### config.mk
export PLATFORM = sky130hd
export DESIGN_NAME = vga_fb_arbiter_flat
export DESIGN_NICKNAME = d
export VERILOG_FILES = /design/src/rtl/vga_fb_arbiter_if.sv /design/src/rtl/vga_fb_arbiter.sv /design/src/flat_wrapper.sv
export SDC_FILE = /design/constraint.sdc
export NUM_CORES = 1
export LEC_CHECK = 0
export ABC_AREA = 1
export CORE_ASPECT_RATIO = 1.1
export CORE_UTILIZATION = 47
export CTS_BUF_LIST = sky130_fd_sc_hd__clkbuf_8
export DETAILED_ROUTE_END_ITERATION = 12
export HOLD_SLACK_MARGIN = 0.1
export MAX_ROUTING_LAYER = met4
export PLACE_DENSITY = 0.91
export SYNTH_ARGS = -nofsm -noshare
export SYNTH_HDL_FRONTEND = slang
export SYNTH_SLANG_ARGS = --single-unit
### constraint.sdc
create_clock -name clk -period 11.8 [get_ports clk]
set_clock_uncertainty 0.15 [all_clocks]
set_input_delay 3.54 -clock clk [delete_from_list [all_inputs] [get_ports clk]]
set_output_delay 3.54 -clock clk [all_outputs]
set_load 0.02 [all_outputs]
### src/rtl/vga_fb_arbiter_if.sv
`default_nettype none
// ============================================================================
//  Module   : vga_fb_arbiter_if
//  Purpose  : Bundles the display-scan, pixel-RAM, writer and page-swap
//             signals of the VGA frame-buffer arbiter. The arbiter uses
//             the slave view; its environment uses the master view.
//  Revision : 1.0  initial release
// ============================================================================
interface vga_fb_arbiter_if #(
    parameter int PAGE_W = 15
);
    // display scan from the VGA driver
    logic              disp_active;
    logic [10:0]       disp_x;
    logic [10:0]       disp_y;
    logic              vs_in;
    logic [23:0]       rgb;
    // single-port pixel RAM
    logic [PAGE_W:0]   mem_addr;
    logic              mem_we;
    logic [7:0]        mem_wdata;
    logic [7:0]        mem_rdata;
    // drawing / acquisition writer
    logic              wr_req;
    logic [PAGE_W-1:0] wr_addr;
    logic [7:0]        wr_data;
    logic              wr_ack;
    logic              wr_err;
    // page swap
    logic              swap_req;
    logic              swap_pend;
    logic              swap_done;
    logic              front_page;

    modport master (
        output disp_active, disp_x, disp_y, vs_in, mem_rdata,
               wr_req, wr_addr, wr_data, swap_req,
        input  rgb, mem_addr, mem_we, mem_wdata, wr_ack, wr_err,
               swap_pend, swap_done, front_page
    );

    modport slave (
        input  disp_active, disp_x, disp_y, vs_in, mem_rdata,
               wr_req, wr_addr, wr_data, swap_req,
        output rgb, mem_addr, mem_we, mem_wdata, wr_ack, wr_err,
               swap_pend, swap_done, front_page
    );
endinterface
`default_nettype wire

### src/rtl/vga_fb_arbiter.sv
`default_nettype none
// ============================================================================
//  Module   : vga_fb_arbiter
//  Purpose  : Shares one single-port RGB332 pixel RAM (two pages of 4x4
//             pixel blocks) between the VGA display scan and a writer.
//             Display reads always win; the writer uses the free cycles.
//             Page swaps are deferred to the next vertical sync.
//  Revision : 1.0  initial release
// ============================================================================
module vga_fb_arbiter #(
    parameter int H_BLK  = 200,
    parameter int V_BLK  = 150,
    parameter int PAGE_W = 15
) (
    input  wire logic          clk,
    input  wire logic          rst_n,
    vga_fb_arbiter_if.slave    fb
);

    localparam logic [PAGE_W-1:0] c_NBLK     = PAGE_W'(H_BLK * V_BLK);
    localparam logic [0:0]        c_ST_SHOWN = 1'b0;
    localparam logic [0:0]        c_ST_PEND  = 1'b1;

    // display pipeline and write-handshake registers
    logic [PAGE_W:0]   mem_addr_q;
    logic              rd_issued_q;
    logic              act1_q;
    logic              act2_q;
    logic [7:0]        pix_q;
    logic              wr_ack_q;
    logic              wr_err_q;

    // swap state machine registers
    logic [0:0]        state_q;
    logic [0:0]        state_d;
    logic              vs_q;
    logic              front_q;
    logic              front_d;
    logic              swap_done_q;
    logic              swap_done_d;

    // combinational helpers
    logic [PAGE_W-1:0] w_by;
    logic [PAGE_W-1:0] w_bx;
    logic [PAGE_W-1:0] w_rd_idx;
    logic              w_slot;
    logic              w_grant;
    logic              w_oor;
    logic              w_vs_fall;
    logic              w_pend;
    logic [PAGE_W:0]   mem_addr_d;
    logic              w_mem_we;
    logic [7:0]        w_mem_wdata;

    // Block index of the current pixel; y*200 is 128y + 64y + 8y (fixed to H_BLK = 200).
    always_comb begin
        w_by     = PAGE_W'(fb.disp_y[10:2]);
        w_bx     = PAGE_W'(fb.disp_x[10:2]);
        w_rd_idx = (w_by << 7) + (w_by << 6) + (w_by << 3) + w_bx;
    end

    // Slot and grant decode; gated by rst_n so nothing reaches the RAM while in reset.
    always_comb begin
        w_slot    = rst_n & fb.disp_active & (fb.disp_x[1:0] == 2'b00);
        w_grant   = rst_n & fb.wr_req & ~w_slot & ~wr_ack_q;
        w_oor     = (fb.wr_addr >= c_NBLK);
        w_vs_fall = vs_q & ~fb.vs_in;
    end

    // RAM port mux: display read first, then writer, otherwise hold the address.
    always_comb begin
        mem_addr_d  = mem_addr_q;
        w_mem_we    = 1'b0;
        w_mem_wdata = 8'h00;
        if (w_slot) begin
            mem_addr_d = {front_q, w_rd_idx};
        end else if (w_grant) begin
            mem_addr_d  = {~front_q, fb.wr_addr};
            w_mem_we    = ~w_oor;
            w_mem_wdata = fb.wr_data;
        end
    end

    // Display pipeline, pixel latch and write acknowledge.
    always_ff @(posedge clk or negedge rst_n) begin
        if (!rst_n) begin
            mem_addr_q  <= '0;
            rd_issued_q <= 1'b0;
            act1_q      <= 1'b0;
            act2_q      <= 1'b0;
            pix_q       <= 8'h00;
            wr_ack_q    <= 1'b0;
            wr_err_q    <= 1'b0;
        end else begin
            mem_addr_q  <= mem_addr_d;
            rd_issued_q <= w_slot;
            act1_q      <= fb.disp_active;
            act2_q      <= act1_q;
            if (rd_issued_q) begin
                pix_q <= fb.mem_rdata;
            end
            wr_ack_q    <= w_grant;
            wr_err_q    <= w_grant & w_oor;
        end
    end

    // Swap FSM state register, vsync history, displayed page and done pulse.
    always_ff @(posedge clk or negedge rst_n) begin
        if (!rst_n) begin
            state_q     <= c_ST_SHOWN;
            vs_q        <= 1'b0;
            front_q     <= 1'b0;
            swap_done_q <= 1'b0;
        end else begin
            state_q     <= state_d;
            vs_q        <= fb.vs_in;
            front_q     <= front_d;
            swap_done_q <= swap_done_d;
        end
    end

    // Swap FSM next state: a request arms it, the vsync falling edge fires it.
    always_comb begin
        state_d = state_q;
        case (state_q)
            c_ST_SHOWN: if (fb.swap_req) state_d = c_ST_PEND;
            c_ST_PEND:  if (w_vs_fall)   state_d = c_ST_SHOWN;
            default:    state_d = c_ST_SHOWN;
        endcase
    end

    // Swap FSM outputs: toggle the page and pulse done when a pending swap fires.
    always_comb begin
        w_pend      = (state_q == c_ST_PEND);
        swap_done_d = w_pend & w_vs_fall;
        front_d     = front_q ^ swap_done_d;
    end

    // RGB332 expansion by bit replication, blanked outside the delayed active area.
    always_comb begin
        if (act2_q) begin
            fb.rgb = {pix_q[7:5], pix_q[7:5], pix_q[7:6],
                      pix_q[4:2], pix_q[4:2], pix_q[4:3],
                      pix_q[1:0], pix_q[1:0], pix_q[1:0], pix_q[1:0]};
        end else begin
            fb.rgb = 24'h000000;
        end
    end

    assign fb.mem_addr   = mem_addr_d;
    assign fb.mem_we     = w_mem_we;
    assign fb.mem_wdata  = w_mem_wdata;
    assign fb.wr_ack     = wr_ack_q;
    assign fb.wr_err     = wr_err_q;
    assign fb.swap_pend  = w_pend;
    assign fb.swap_done  = swap_done_q;
    assign fb.front_page = front_q;

endmodule
`default_nettype wire

### src/flat_wrapper.sv
// flat-port wrapper written by rule: the top's interface ports become plain ports
module vga_fb_arbiter_flat 
#(
    parameter int H_BLK  = 200,
    parameter int V_BLK  = 150,
    parameter int PAGE_W = 15
)
  (clk, rst_n, fb_disp_active, fb_disp_x, fb_disp_y, fb_vs_in, fb_mem_rdata, fb_wr_req, fb_wr_addr, fb_wr_data, fb_swap_req, fb_rgb, fb_mem_addr, fb_mem_we, fb_mem_wdata, fb_wr_ack, fb_wr_err, fb_swap_pend, fb_swap_done, fb_front_page);
  vga_fb_arbiter_if #(.PAGE_W(PAGE_W)) fb_i ();
  input  wire logic clk;
  input  wire logic rst_n;
  input wire logic [$bits(fb_i.disp_active)-1:0] fb_disp_active;
  input wire logic [$bits(fb_i.disp_x)-1:0] fb_disp_x;
  input wire logic [$bits(fb_i.disp_y)-1:0] fb_disp_y;
  input wire logic [$bits(fb_i.vs_in)-1:0] fb_vs_in;
  input wire logic [$bits(fb_i.mem_rdata)-1:0] fb_mem_rdata;
  input wire logic [$bits(fb_i.wr_req)-1:0] fb_wr_req;
  input wire logic [$bits(fb_i.wr_addr)-1:0] fb_wr_addr;
  input wire logic [$bits(fb_i.wr_data)-1:0] fb_wr_data;
  input wire logic [$bits(fb_i.swap_req)-1:0] fb_swap_req;
  output wire logic [$bits(fb_i.rgb)-1:0] fb_rgb;
  output wire logic [$bits(fb_i.mem_addr)-1:0] fb_mem_addr;
  output wire logic [$bits(fb_i.mem_we)-1:0] fb_mem_we;
  output wire logic [$bits(fb_i.mem_wdata)-1:0] fb_mem_wdata;
  output wire logic [$bits(fb_i.wr_ack)-1:0] fb_wr_ack;
  output wire logic [$bits(fb_i.wr_err)-1:0] fb_wr_err;
  output wire logic [$bits(fb_i.swap_pend)-1:0] fb_swap_pend;
  output wire logic [$bits(fb_i.swap_done)-1:0] fb_swap_done;
  output wire logic [$bits(fb_i.front_page)-1:0] fb_front_page;
  assign fb_i.disp_active = fb_disp_active;
  assign fb_i.disp_x = fb_disp_x;
  assign fb_i.disp_y = fb_disp_y;
  assign fb_i.vs_in = fb_vs_in;
  assign fb_i.mem_rdata = fb_mem_rdata;
  assign fb_i.wr_req = fb_wr_req;
  assign fb_i.wr_addr = fb_wr_addr;
  assign fb_i.wr_data = fb_wr_data;
  assign fb_i.swap_req = fb_swap_req;
  assign fb_rgb = fb_i.rgb;
  assign fb_mem_addr = fb_i.mem_addr;
  assign fb_mem_we = fb_i.mem_we;
  assign fb_mem_wdata = fb_i.mem_wdata;
  assign fb_wr_ack = fb_i.wr_ack;
  assign fb_wr_err = fb_i.wr_err;
  assign fb_swap_pend = fb_i.swap_pend;
  assign fb_swap_done = fb_i.swap_done;
  assign fb_front_page = fb_i.front_page;
  vga_fb_arbiter #(.H_BLK(H_BLK), .V_BLK(V_BLK), .PAGE_W(PAGE_W)) u_core (.clk(clk), .rst_n(rst_n), .fb(fb_i));
endmodule
==> results.yml <==
routing:
  wire_per_inst_um: 12.5
  num_vias: 2368
  drt_iter0_drc: 83
  drc: 0
  drt_wl_total_um: 6160
  drtPass1Iterations: 4
  drtAntennaViolNets: 0
  avgViaCountPerCell: 4.80
placed_design:
  place_congestion: 0.777
  port_buffers: 110
  dp_hpwl_um: 5060
  placedInstanceArea_sq_um: 3570
critical_path:
  cpPeakStageDelay_ns: 0.62
  endpoint_kind: "primary output"
  critPathRequiredTime_ns: 8.11
  reg2reg_from: "u_core.fb.wr_ack$_DFF_PN0_"
  crit_family: "adder cells"
  r2r_end: "u_core.mem_addr_q[10]$_DFF_PN0_"
  crit_type: "in2out"
  crit_arrival_ns: 7.00
  worstPathMaxFanout: 6
  path_depth: 14
  ff2ff_setup_slack_ns: 9.80
  crit_buf_inv: 4
  setup.worst_path.start: "fb_disp_y[2]"
  endpoint: "fb_mem_addr[12]"
  crit_chain: "clkdlybuf4s50_1 > inv_1 > fa_1 > inv_1 > fa_1 > ha_1 > or2_1 > and2_1 > nand2_1 > nand2_1 > nand2_1 > nand3_1 > nand2_1 > clkdlybuf4s50_1"
  r2r_cells: 5
  crit_slowest_cell: "clkdlybuf4s50_1"
  cp-start-kind: "input port"
  worst_path_most_repeated_cell: "nand2_1"
cts:
  clock-sinks: 33
  root_buffer: "clkbuf_8"
  tritoncts: "built"
  cts_setup_buffers: 0
  clkTransAtPathRegs_ns: 0.07
  cts_buffers: 5
  postCtsHoldBufs: 0
  htreeDepth: 2
  cts_resized: 0
  insertion_delay_ns: 0.29
  clk_path_buf_depth: 2
timing:
  worstMarginPinSlew_ns: 0.712
  tns_ns: 0
  finalCritPeriodShare_pct: 90.6
  relSlewSlack_pct: 52.3
  finalHoldViolations: 0
  drv_slew: 0
  max_clock_freq_mhz: 93.5
  grt_setup_unrepaired: "no"
  fin_crit_ns: 10.69
  finalSetupViolations: 0
finish:
  diodes: 0
  area_delta_synth_final_pct: 45.5
  layout.nets: 510
  final_layout_size_suffix_gt1_share_pct: 4.99
  finalInstanceArea_sq_um: 3690
hold_path:
  worstHoldStart: "u_core.act1_q$_DFF_PN0_"
  hold_path.class: "reg2reg"
yosys:
  netlist_area_sq_um: 2540
  syn-instance-count: 325
  synth_cell_types: 31
  synth_fp_nets: 415
  ys_warn_count: 0
  postSynthAreaPerCell_sq_um: 7.81
  ys_seq_area_share_pct: 32.5
  ys_seq_elements: 33
grt:
  grt_pass1_wl_um: 10400
  track_usage_pct: 24.4
  grt_max_degree: 36
  grt_overflow: 0
  antenna_found_initial: 0
  grt_pass1_vias: 2327
floorplan:
  die_area_sq_um: 5700
  dieHeight_um: 79.1
  start_util_pct: 49.7
  rows: 27
  ioPinCount: 113
  fp.dieW_um: 72.1
  core_area_sq_um: 5100
power:
  leakage_nw: 1.85
  ir_drop_uv: 62.2
  power.density_nw_per_um2: 129
job:
  cap_violations: 0
run_status:
  outcome: "finished, final reports clean"
[registers in the layout (all words and copies together) (netlist names)]
name / count
u_core.mem_addr_q: 16
u_core.pix_q: 8
u_core.act1_q: 1
u_core.act2_q: 1
u_core.fb.front_page: 1
u_core.fb.swap_done: 1
u_core.fb.swap_pend: 1
u_core.fb.wr_ack: 1
u_core.fb.wr_err: 1
u_core.rd_issued_q: 1
u_core.vs_q: 1
[synth_stat cells]
| master | count | area [sq um] |
|---|---|---|
| nand2_1 | 64 | 240 |
| inv_1 | 59 | 221 |
| nor2_1 | 37 | 139 |
| dfrtp_1 | 33 | 826 |
| o21ai_0 | 23 | 115 |
| ha_1 | 22 | 275 |
| buf_4 | 17 | 128 |
| nand3_1 | 14 | 70.1 |
| fa_1 | 9 | 180 |
| a21oi_1 | 8 | 40.0 |
| mux2_2 | 8 | 90.1 |
| buf_2 | 3 | 15.0 |
| o21ai_1 | 3 | 15.0 |
| xor2_1 | 3 | 26.3 |
| a21o_1 | 2 | 15.0 |
| buf_6 | 2 | 22.5 |
| clkbuf_1 | 2 | 7.51 |
| o211ai_1 | 2 | 15.0 |
| xnor2_1 | 2 | 17.5 |
| a21oi_2 | 1 | 8.76 |
| a22oi_1 | 1 | 7.51 |
| and2_1 | 1 | 6.26 |
| clkinv_1 | 1 | 3.75 |
| inv_2 | 1 | 3.75 |
| nand3b_1 | 1 | 7.51 |
| nand4_1 | 1 | 6.26 |
| nor3_1 | 1 | 5.00 |
| nor3_2 | 1 | 10.0 |
| nor4_1 | 1 | 6.26 |
| o21bai_1 | 1 | 7.51 |
| or2_1 | 1 | 6.26 |
[worst register-to-register path, delay by kind of cell (launching register included)]
family	cells	cell delay (ns)
AOI/OAI and AO/OA	1	0.19
DFF	1	0.38
and+or+nand+nor	4	1.22
[layout by cell type (no fill, tap or decap), types with 8 or more instances in the layout]
master           instances
nand3_1                 14
nand2_1                 64
mux2_2                   8
o21ai_0                 23
fa_1                     9
a21oi_1                  8
clkdlybuf4s50_1        110
ha_1                    22
nor2_1                  37
inv_1                   59
dfrtp_1                 33
[layout make-up]
cell class / instances / area [sq um]
fillers: 401 / 1410
multi-input cells: 207 / 1310
flip-flops and latches: 33 / 826
clock inverters: 2 / 37.5
clock buffers: 6 / 82.6
inverters: 61 / 229
well taps: 72 / 90.1
repair buffers: 112 / 1120
[layer usage]
layer,routed length (um),global-route usage (%),vias to the layer above
met5,0,-,-
met4,104,8.43,0
li1,-,-,1177
met3,355,4.95,9
met2,3250,44.0,98
met1,2440,26.7,1084
[worst min path at each step]
stage / to / cells past startpoint / slack, ns
final: u_core.act2_q$_DFF_PN0_ / 0 / 0.23
after global placement: u_core.act2_q$_DFF_PN0_ / 0 / 0.18
after CTS: u_core.act2_q$_DFF_PN0_ / 0 / 0.24
after floorplan: u_core.act2_q$_DFF_PN0_ / 0 / 0.18
after global routing: u_core.act2_q$_DFF_PN0_ / 0 / 0.24
after detailed placement: u_core.act2_q$_DFF_PN0_ / 0 / 0.21
[power breakdown]
part	switching, W	internal (W)	total (W)
logic	0.000118	0.000103	0.000221
registers	0.00000940	0.000134	0.000143
clock network	0.0000420	0.0000686	0.000111
total	0.000169	0.000306	0.000475
[stage by stage]
| step | power (W) | hold slack, ns | setup WS (ns) | utilization [%] | instances |
|---|---|---|---|---|---|
| floorplan | 0.000280 | 0.181 | 2.11 | - | 325 |
| global placement | 0.000359 | 0.183 | 1.22 | 70.0 | 485 |
| detailed placement | 0.000367 | 0.214 | 1.13 | 70.0 | 485 |
| CTS | 0.000480 | 0.238 | 1.11 | 72.4 | 493 |
| global route | 0.000509 | 0.241 | 0.950 | 72.4 | 493 |
| finish | 0.000475 | 0.232 | 1.11 | 72.4 | 493 |
[cells by family after synthesis]
family | synth area share, %
XOR/XNOR | 1.73
adder cells (fa/ha/maj) | 17.9
buffers and inverters | 15.8
AO/OA/AOI/OAI | 8.83
AND/OR/NAND/NOR | 19.6
flip-flops | 32.5
multiplexers | 3.55
Power figures use the tool's default switching activity.
